--- src/rtl/spi_master_rw.sv ---
// spi_master_rw: full-duplex SPI master with configurable mode, bit order and per-slave chip selects
module spi_master_rw #(
  parameter int   DATA_WIDTH = 16,
  parameter int   NUM_CS     = 2,
  parameter int   CLK_DIV    = 1,
  parameter logic CPOL       = 1'b0,
  parameter logic CPHA       = 1'b0,
  parameter logic CSNPOL     = 1'b0,
  parameter logic MSB_FIRST  = 1'b1,
  localparam int  CSW        = (NUM_CS > 1) ? $clog2(NUM_CS) : 1
) (
  input  logic                  clk,
  input  logic                  arstn,
  input  logic [DATA_WIDTH-1:0] wdat,
  input  logic [CSW-1:0]        cs_sel,
  input  logic                  load,
  input  logic                  miso,
  output logic                  busy,
  output logic [DATA_WIDTH-1:0] rdat,
  output logic                  rvalid,
  output logic                  sck,
  output logic                  mosi,
  output logic [NUM_CS-1:0]     csn
);
  localparam logic [2:0] IDLE = 3'd0, SETUP = 3'd1, LEAD = 3'd2, TRAIL = 3'd3, HOLD = 3'd4;
  localparam int HW = $clog2(CLK_DIV + 1);
  localparam int BW = $clog2(DATA_WIDTH);
  localparam logic [HW-1:0] H_LAST = HW'(CLK_DIV - 1);
  localparam logic [BW-1:0] B_LAST = BW'(DATA_WIDTH - 1);
  logic [2:0] r_state;
  logic [HW-1:0] r_hcnt;
  logic [BW-1:0] r_bit;
  logic [DATA_WIDTH-1:0] r_tx, r_rx, r_rdat;
  logic [NUM_CS-1:0] r_csn, w_onehot;
  logic r_busy, r_rvalid, r_sck, r_mosi;
  logic w_start, w_hdone, w_last, w_to_lead, w_tx_first, w_wdat_first;
  logic [DATA_WIDTH-1:0] w_tx_shift, w_wdat_shift, w_rx_next;
  assign w_start      = (r_state == IDLE) && load && (32'(cs_sel) < NUM_CS);
  assign w_hdone      = r_hcnt == '0;
  assign w_last       = r_bit == B_LAST;
  assign w_to_lead    = w_hdone && (r_state == SETUP || (r_state == TRAIL && !w_last));
  assign w_onehot     = NUM_CS'(1) << cs_sel;
  assign w_tx_first   = MSB_FIRST ? r_tx[DATA_WIDTH-1] : r_tx[0];
  assign w_wdat_first = MSB_FIRST ? wdat[DATA_WIDTH-1] : wdat[0];
  assign w_tx_shift   = MSB_FIRST ? {r_tx[DATA_WIDTH-2:0], 1'b0} : {1'b0, r_tx[DATA_WIDTH-1:1]};
  assign w_wdat_shift = MSB_FIRST ? {wdat[DATA_WIDTH-2:0], 1'b0} : {1'b0, wdat[DATA_WIDTH-1:1]};
  assign w_rx_next    = MSB_FIRST ? {r_rx[DATA_WIDTH-2:0], miso} : {miso, r_rx[DATA_WIDTH-1:1]};
  // Transfer sequencer: SETUP, DATA_WIDTH x (LEAD, TRAIL), HOLD, each phase H cycles
  always_ff @(posedge clk or negedge arstn) begin
    if (!arstn) begin
      r_state  <= IDLE;
      r_hcnt   <= '0;
      r_bit    <= '0;
      r_tx     <= '0;
      r_rx     <= '0;
      r_rdat   <= '0;
      r_csn    <= {NUM_CS{~CSNPOL}};
      r_busy   <= 1'b0;
      r_rvalid <= 1'b0;
      r_sck    <= CPOL;
      r_mosi   <= 1'b0;
    end else begin
      r_rvalid <= 1'b0;
      if (w_start) begin
        r_state <= SETUP;
        r_hcnt  <= H_LAST;
        r_busy  <= 1'b1;
        r_csn   <= CSNPOL ? w_onehot : ~w_onehot;
        r_tx    <= CPHA ? wdat : w_wdat_shift;
        if (!CPHA) r_mosi <= w_wdat_first;
      end else if (w_to_lead) begin
        r_state <= LEAD;
        r_hcnt  <= H_LAST;
        r_sck   <= ~CPOL;
        r_bit   <= (r_state == TRAIL) ? r_bit + BW'(1) : '0;
        if (CPHA) begin
          r_mosi <= w_tx_first;
          r_tx   <= w_tx_shift;
        end else r_rx <= w_rx_next;
      end else if (r_state == LEAD && w_hdone) begin
        r_state <= TRAIL;
        r_hcnt  <= H_LAST;
        r_sck   <= CPOL;
        if (CPHA) r_rx <= w_rx_next;
        else if (!w_last) begin
          r_mosi <= w_tx_first;
          r_tx   <= w_tx_shift;
        end
      end else if (r_state == TRAIL && w_hdone) begin
        r_state <= HOLD;
        r_hcnt  <= H_LAST;
      end else if (r_state == HOLD && w_hdone) begin
        r_state  <= IDLE;
        r_busy   <= 1'b0;
        r_csn    <= {NUM_CS{~CSNPOL}};
        r_rdat   <= r_rx;
        r_rvalid <= 1'b1;
      end else if (r_state != IDLE) r_hcnt <= r_hcnt - HW'(1);
    end
  end
  assign busy   = r_busy;
  assign rdat   = r_rdat;
  assign rvalid = r_rvalid;
  assign sck    = r_sck;
  assign mosi   = r_mosi;
  assign csn    = r_csn;
endmodule

--- config.mk ---
export PLATFORM = sky130hd
export DESIGN_NAME = spi_master_rw
export DESIGN_NICKNAME = d
export VERILOG_FILES = /design/src/rtl/spi_master_rw.sv
export SDC_FILE = /design/constraint.sdc
export NUM_CORES = 1
export LEC_CHECK = 0
export ABC_AREA = 1
export ABC_CLOCK_PERIOD_IN_PS = 4700
export BUFFER_PORTS_ARGS = -buffer_cell sky130_fd_sc_hd__buf_2
export CAP_MARGIN = 20
export CORE_ASPECT_RATIO = 0.7
export CORE_UTILIZATION = 40
export CTS_CLUSTER_DIAMETER = 100
export DETAILED_ROUTE_END_ITERATION = 7
export PLACE_DENSITY = 0.62
export SLEW_MARGIN = 20
export SYNTH_ARGS = -nofsm -noshare
export SYNTH_HDL_FRONTEND = slang
export SYNTH_SLANG_ARGS = --single-unit
export TNS_END_PERCENT = 1
--- constraint.sdc ---
create_clock -name clk -period 4.7 [get_ports clk]
set_clock_uncertainty 0.2 [all_clocks]
set_input_delay 0.94 -clock clk [delete_from_list [all_inputs] [get_ports clk]]
set_output_delay 0.94 -clock clk [all_outputs]
set_load 0.005 [all_outputs]
After elaboration in Yosys (flattened, before gate mapping)
Cells that the tools add are included.
{"block": "word_totals", "regBits": 62, "in_bits": 21}
{"block": "op_classes", "n_eq_ne": 10, "bitwise_logic": 6, "shifts": 1, "mux": 37, "n_reduce_logical": 21, "n_addsub": 2}
{"op": "two-way mux 16 bit", "count": 4}
{"op": "two-way mux 1 bit", "count": 22}
{"op": "two-way mux 3 bit", "count": 5}
{"op": "two-way mux 2 bit", "count": 5}
{"op": "nonzero test 5 bit", "count": 2}
{"op": "!= test 2 bit, second input constant", "count": 4}
{"op": "== test 3 x 2 -> 1 bit, second input constant", "count": 2}
{"op": "logical AND 1 bit", "count": 6}
{"op": "AND reduction 2 bit", "count": 3}
{"op": "nonzero test 2 bit", "count": 3}
{"op": "!= test 5 bit, second input constant", "count": 1}
{"op": "NOT 1 bit", "count": 5}
{"op": "AND reduction 5 bit", "count": 1}
{"op": "adder 4 x 1 -> 4 bit, second input constant", "count": 1}
{"op": "== test 4 bit, second input constant", "count": 1}
{"op": "two-way mux 4 bit", "count": 1}
{"op": "AND reduction 4 bit", "count": 1}
{"op": "== test 3 x 1 -> 1 bit, second input constant", "count": 1}
{"op": "== test 3 bit, second input constant", "count": 1}
{"op": "logical NOT 3 bit", "count": 1}
{"op": "AND reduction 3 bit", "count": 1}
{"op": "nonzero test 3 bit", "count": 1}
{"op": "NOT 2 bit", "count": 1}
{"op": "left shift 1 x 1 -> 2 bit, first input constant", "count": 1}
{"op": "other kinds (3)", "count": 3}

Longest topological paths before layout
{"block": "depth", "ltp_word": 7, "ltp_mapped": 9, "mapped_depth_nobuf": 8}

Worst setup path before layout
Ideal clock, no wire load.
{"block": "synth_path", "kind": "input to register", "from": "input load", "to": "register r_tx[2]", "cell_stages": 5, "setup_ns": 0.121, "required_ns": 4.379, "n_path_buf": 1, "arrival_time_ns": 1.507, "setup_slack_ns": 2.872, "cell_sequence": "nand3_2 > buf_2 > or2_0 > nand3_1 > o21ai_1"}
{"block": "synth_between", "elab_chain_len": 3, "elab_cells_between_ends": 6}
{"element": "start, declared", "line": "16", "rtl": "input logic load,"}
{"element": "logical AND 1 bit (*)", "line": "38", "rtl": "assign w_start = (r_state == IDLE) && load && (32'(cs_sel) < NUM_CS);"}
{"element": "!= test 2 bit (no line) / nonzero test 2 bit (equally long branches)"}
{"element": "AND reduction 3 bit (no line)"}
{"element": "end signal, assigned", "line": "69", "rtl": "r_tx <= CPHA ? wdat : w_wdat_shift;"}
{"element": "end signal, assigned", "line": "78", "rtl": "r_tx <= w_tx_shift;"}
{"element": "end signal, assigned", "line": "87", "rtl": "r_tx <= w_tx_shift;"}
{"element": "end, declared", "line": "33", "rtl": "logic [DATA_WIDTH-1:0] r_tx, r_rx, r_rdat;"}
Mark *: on every way between the ends. The rest lies on a longest branch, timed or not.
A chain may end at the register's enable or synchronous reset.

Final worst setup path
{"block": "layout_path", "from": "register r_csn[1], in the netlist csn[1]", "to": "output csn[1]"}
{"element": "start, declared", "line": "34", "rtl": "logic [NUM_CS-1:0] r_csn, w_onehot;"}
{"element": "start signal, assigned", "line": "57", "rtl": "r_csn <= {NUM_CS{~CSNPOL}};"}
{"element": "start signal, assigned", "line": "68", "rtl": "r_csn <= CSNPOL ? w_onehot : ~w_onehot;"}
{"element": "start signal, assigned", "line": "95", "rtl": "r_csn <= {NUM_CS{~CSNPOL}};"}
{"element": "end, declared", "line": "23", "rtl": "output logic [NUM_CS-1:0] csn"}
No word-level cell between the ends.

==> summary.md <==
| Metric | Value |
|---|---|
| CTS Hold Buffers Added | 0 |
| Remaining max-slew budget at the tightest pin | 51.2% |
| Number of global-route vias before repair | 1954 |
| WL/cell | 11.6 um |
| Cell depth of the worst flop-to-flop path | 6 |
| Starting DRC count in detailed routing | 119 |
| Startpoint class of the critical path | flip-flop |
| Clock root buffer master | clkbuf_8 |
| Maximum root-to-sink buffer count | 2 |
| Number of top-level pins | 43 |
| Final TNS setup | 0 ps |
| Share of final-layout standard cells stronger than drive strength 1 | 29.0% |
| TritonCTS buffer count | 9 |
| Antenna violations before repair | 0 |
| Fmax | 0.473 GHz |
| Critical path depth | 1 |
| Dpl cell area | 0.00296 sq mm |
| Final net count | 365 |
| Post-layout min period | 2110 ps |
| Post-Syn Area | 0.00275 sq mm |
| Sequential cell area | 0.00153 sq mm |
| Clock Sink Count | 61 |
| FILL cells | 617 |
| Cell family with most CP delay | flip-flops |
| Floorplan die width | 101 um |
| Crit-path max FO | 2 |
| Post-CTS setup buffer count | 0 |
| Share of the clock period used by the worst path | 44.9% |
| Flip-flop and latch count after synthesis | 61 |
| Footprint of the multi-input gates | 947 sq um |
| Setup ws final | 2590 ps |
| Global routing usage summed across all routing layers | 16.7% |
| Count of yosys warnings during synthesis | 0 |
| Via count of the routed design | 2004 |
| Effective utilization at floorplan | 42.7% |
| Fraction of registers with async set or reset after synthesis | 100% |
| Largest stage delay on the critical path | 520 ps |
| Critical path destination | csn[1] |
| Crit path kind | reg2out |
| Min-Delay Path Class | reg2reg |
| Average cell area after synthesis | 9.03 sq um |
| Routed wire length | 5110 um |
| Post-route design area | 0.00317 sq mm |
| DP HPWL | 3390 um |
| Die H | 71.3 um |
| Data arrival time of the worst path | 970 ps |
| Die outline area | 0.00721 sq mm |
| Most frequent cells after synthesis | 74 x nand2_1, 59 x dfrtp_1, 37 x inv_1, 27 x o21ai_1, 25 x o21ai_0 |
| Post-synth top flop | dfrtp_1 |
| Post-synth cell types | 25 |
| Remaining global-route overflow | 0 |
| R2r endpoint | r_hcnt |
| Placement Rows | 24 |
| Critical path origin | csn[1] |
| Static Leakage | 1.53 nW |
| Port Buffer Count | 42 |
| Result of the run | finished clean |
| Post-synth top area share | 53.8% |
| Number of nets in the synthesized netlist | 326 |
| Vias per Instance | 4.56 |
| Critical R2R Launch | r_bit[0] |
| CTS HTree Levels | 3 |
| Ant. Diodes | 0 |
| # setup viols final | 0 |
| DRC violations left | 0 |
| Kind of capture point of the worst setup path | primary output |
| Required time at the worst-slack endpoint | 3560 ps |
| Number of instances resized during post-cts repair | 0 |
| Global-route wire length before repair | 9110 um |
| Synth area leaders | dfrtp_1 54%, nand2_1 10%, o21ai_2 5.1% |
| Worst Max-Slew Pin Slew | 729 ps |
| Floorplan core area | 0.00643 sq mm |
| Final Slew Violations | 0 |
| Area growth from synthesis to layout | 15.3% |
| Weighted congestion at the end of routability-driven global placement | 0.824 |
| CTS tree | built |
| Library cell with the highest instance count after synthesis | nand2_1 |
| Cells after Synth | 304 |
| EDFF count, synth | 0 |
| Power per standard cell area | 316 mW/mm^2 |
| Max-capacitance violation count | 0 |
| Worst vdd rail ir drop | 0.000134 V |
| Worst slack after detailed placement | 2350 ps |
| Clk slew on worst S/H paths | 70 ps |
| Maximum number of pins on one net before global-route repair | 45 |
| Number of iterations in the first detailed-routing pass | 4 |
| Setup slack on the worst flop-to-flop path | 2730 ps |
| Crit path cell chain | buf_2 |
| RSZ-0062 raised after global routing | no |
| CP max stage cell | dfstp_2 |
| Largest area contributor in the synthesized netlist | dfrtp_1 |
| Sequential fraction of the synthesis area | 55.7% |
| Latest clock arrival within the worst-skew pair | 330 ps |
| Count of nets left with antenna violations after detail routing | 0 |
| Count of buffer and inverter cells on the critical path | 1 |
| Final Hold Violating Endpoints | 0 |
per-stage QoR:
| stage | util, % | power (W) | hold slack (ps) | cells |
|---|---|---|---|---|
| 6_report | 49.3 | 0.00100 | 269 | 439 |
| 5_1_grt | 49.3 | 0.00104 | 303 | 439 |
| 4_1_cts | 49.1 | 0.00102 | 277 | 439 |
| 3_5_place_dp | 46.1 | 0.000555 | 260 | 423 |
| 3_3_place_gp | 46.1 | 0.000555 | 252 | 423 |
| 2_1_floorplan | - | 0.000535 | 249 | 304 |
area by class of cell:
| cell class | count | area share (%) |
|---|---|---|
| Multi-Input combinational cell | 185 | 29.9 |
| Inverter | 43 | 5.18 |
| Sequential cell | 61 | 48.3 |
| Tap cell | 91 | 3.60 |
| Timing Repair Buffer | 43 | 6.95 |
| Clock inverter | 4 | 1.50 |
| Clock buffer | 12 | 4.58 |
worst min-delay path by stage:
stage,from,to,slack (ps),depth (start not counted)
after floorplan,r_rx[15],rdat[15],250,2
after global placement,rdat[15],rdat[15],250,2
after detailed placement,sck,sck,260,2
after CTS,sck,sck,280,2
after global routing,rdat[3],rdat[3],300,2
final,rdat[15],rdat[15],270,2
power by group:
group / total [W] / switching, W / internal (W)
sequential: 0.000525 / 0 / 0.000525
clock: 0.000456 / 0.000198 / 0.000258
combinational: 0.0000192 / 0.0000126 / 0.00000655
placed cells by master, fill, tap and decap left out, types with 2 or more instances in the layout:
cell type	count
clkbuf_1	2
o21ai_1	27
o21ai_0	25
dfstp_2	2
buf_2	41
nand3_2	2
nor2_2	2
buf_4	2
dfrtp_1	59
o21ai_2	15
nand2_1	74
nand3_1	10
clkinv_2	2
inv_1	37
nand2_2	14
nor2_1	8
inv_2	5
clkbuf_8	10
logic make-up after synthesis:
kind of cell | count (synthesis) | share of synthesized area [%]
AOI/OAI and AO/OA | 68 | 14.6
xor gates and xnor gates | 1 | 0.319
adders and majority gates | 1 | 0.456
buffers and inverters | 58 | 10.1
DFF | 61 | 55.7
and+or+nand+nor | 115 | 18.9
routing by layer:
metal  GRT usage [%]  part of all wire (%)  vias up
met2            24.1                    45       29
met5               0                     0        -
met1            23.2                    49      927
li1                -                     -     1041
met4            5.31                   1.1        0
met3            6.54                   5.2        7
state kept, by name (all words and copies together), names as in the netlist:
| register | cells |
|---|---|
| csn | 2 |
| rvalid | 1 |
| r_hcnt | 1 |
| sck | 1 |
| r_tx | 15 |
| busy | 1 |
| rdat | 16 |
| r_bit | 4 |
| r_rx | 16 |
| r_state | 3 |
| mosi | 1 |
worst min-delay path, stage by stage, from the launching register on:
cell	delay [ps]
dfrtp_1	340
nand2_1	50
nand2_1	40
No activity file was read; power rests on OpenSTA's default activity.
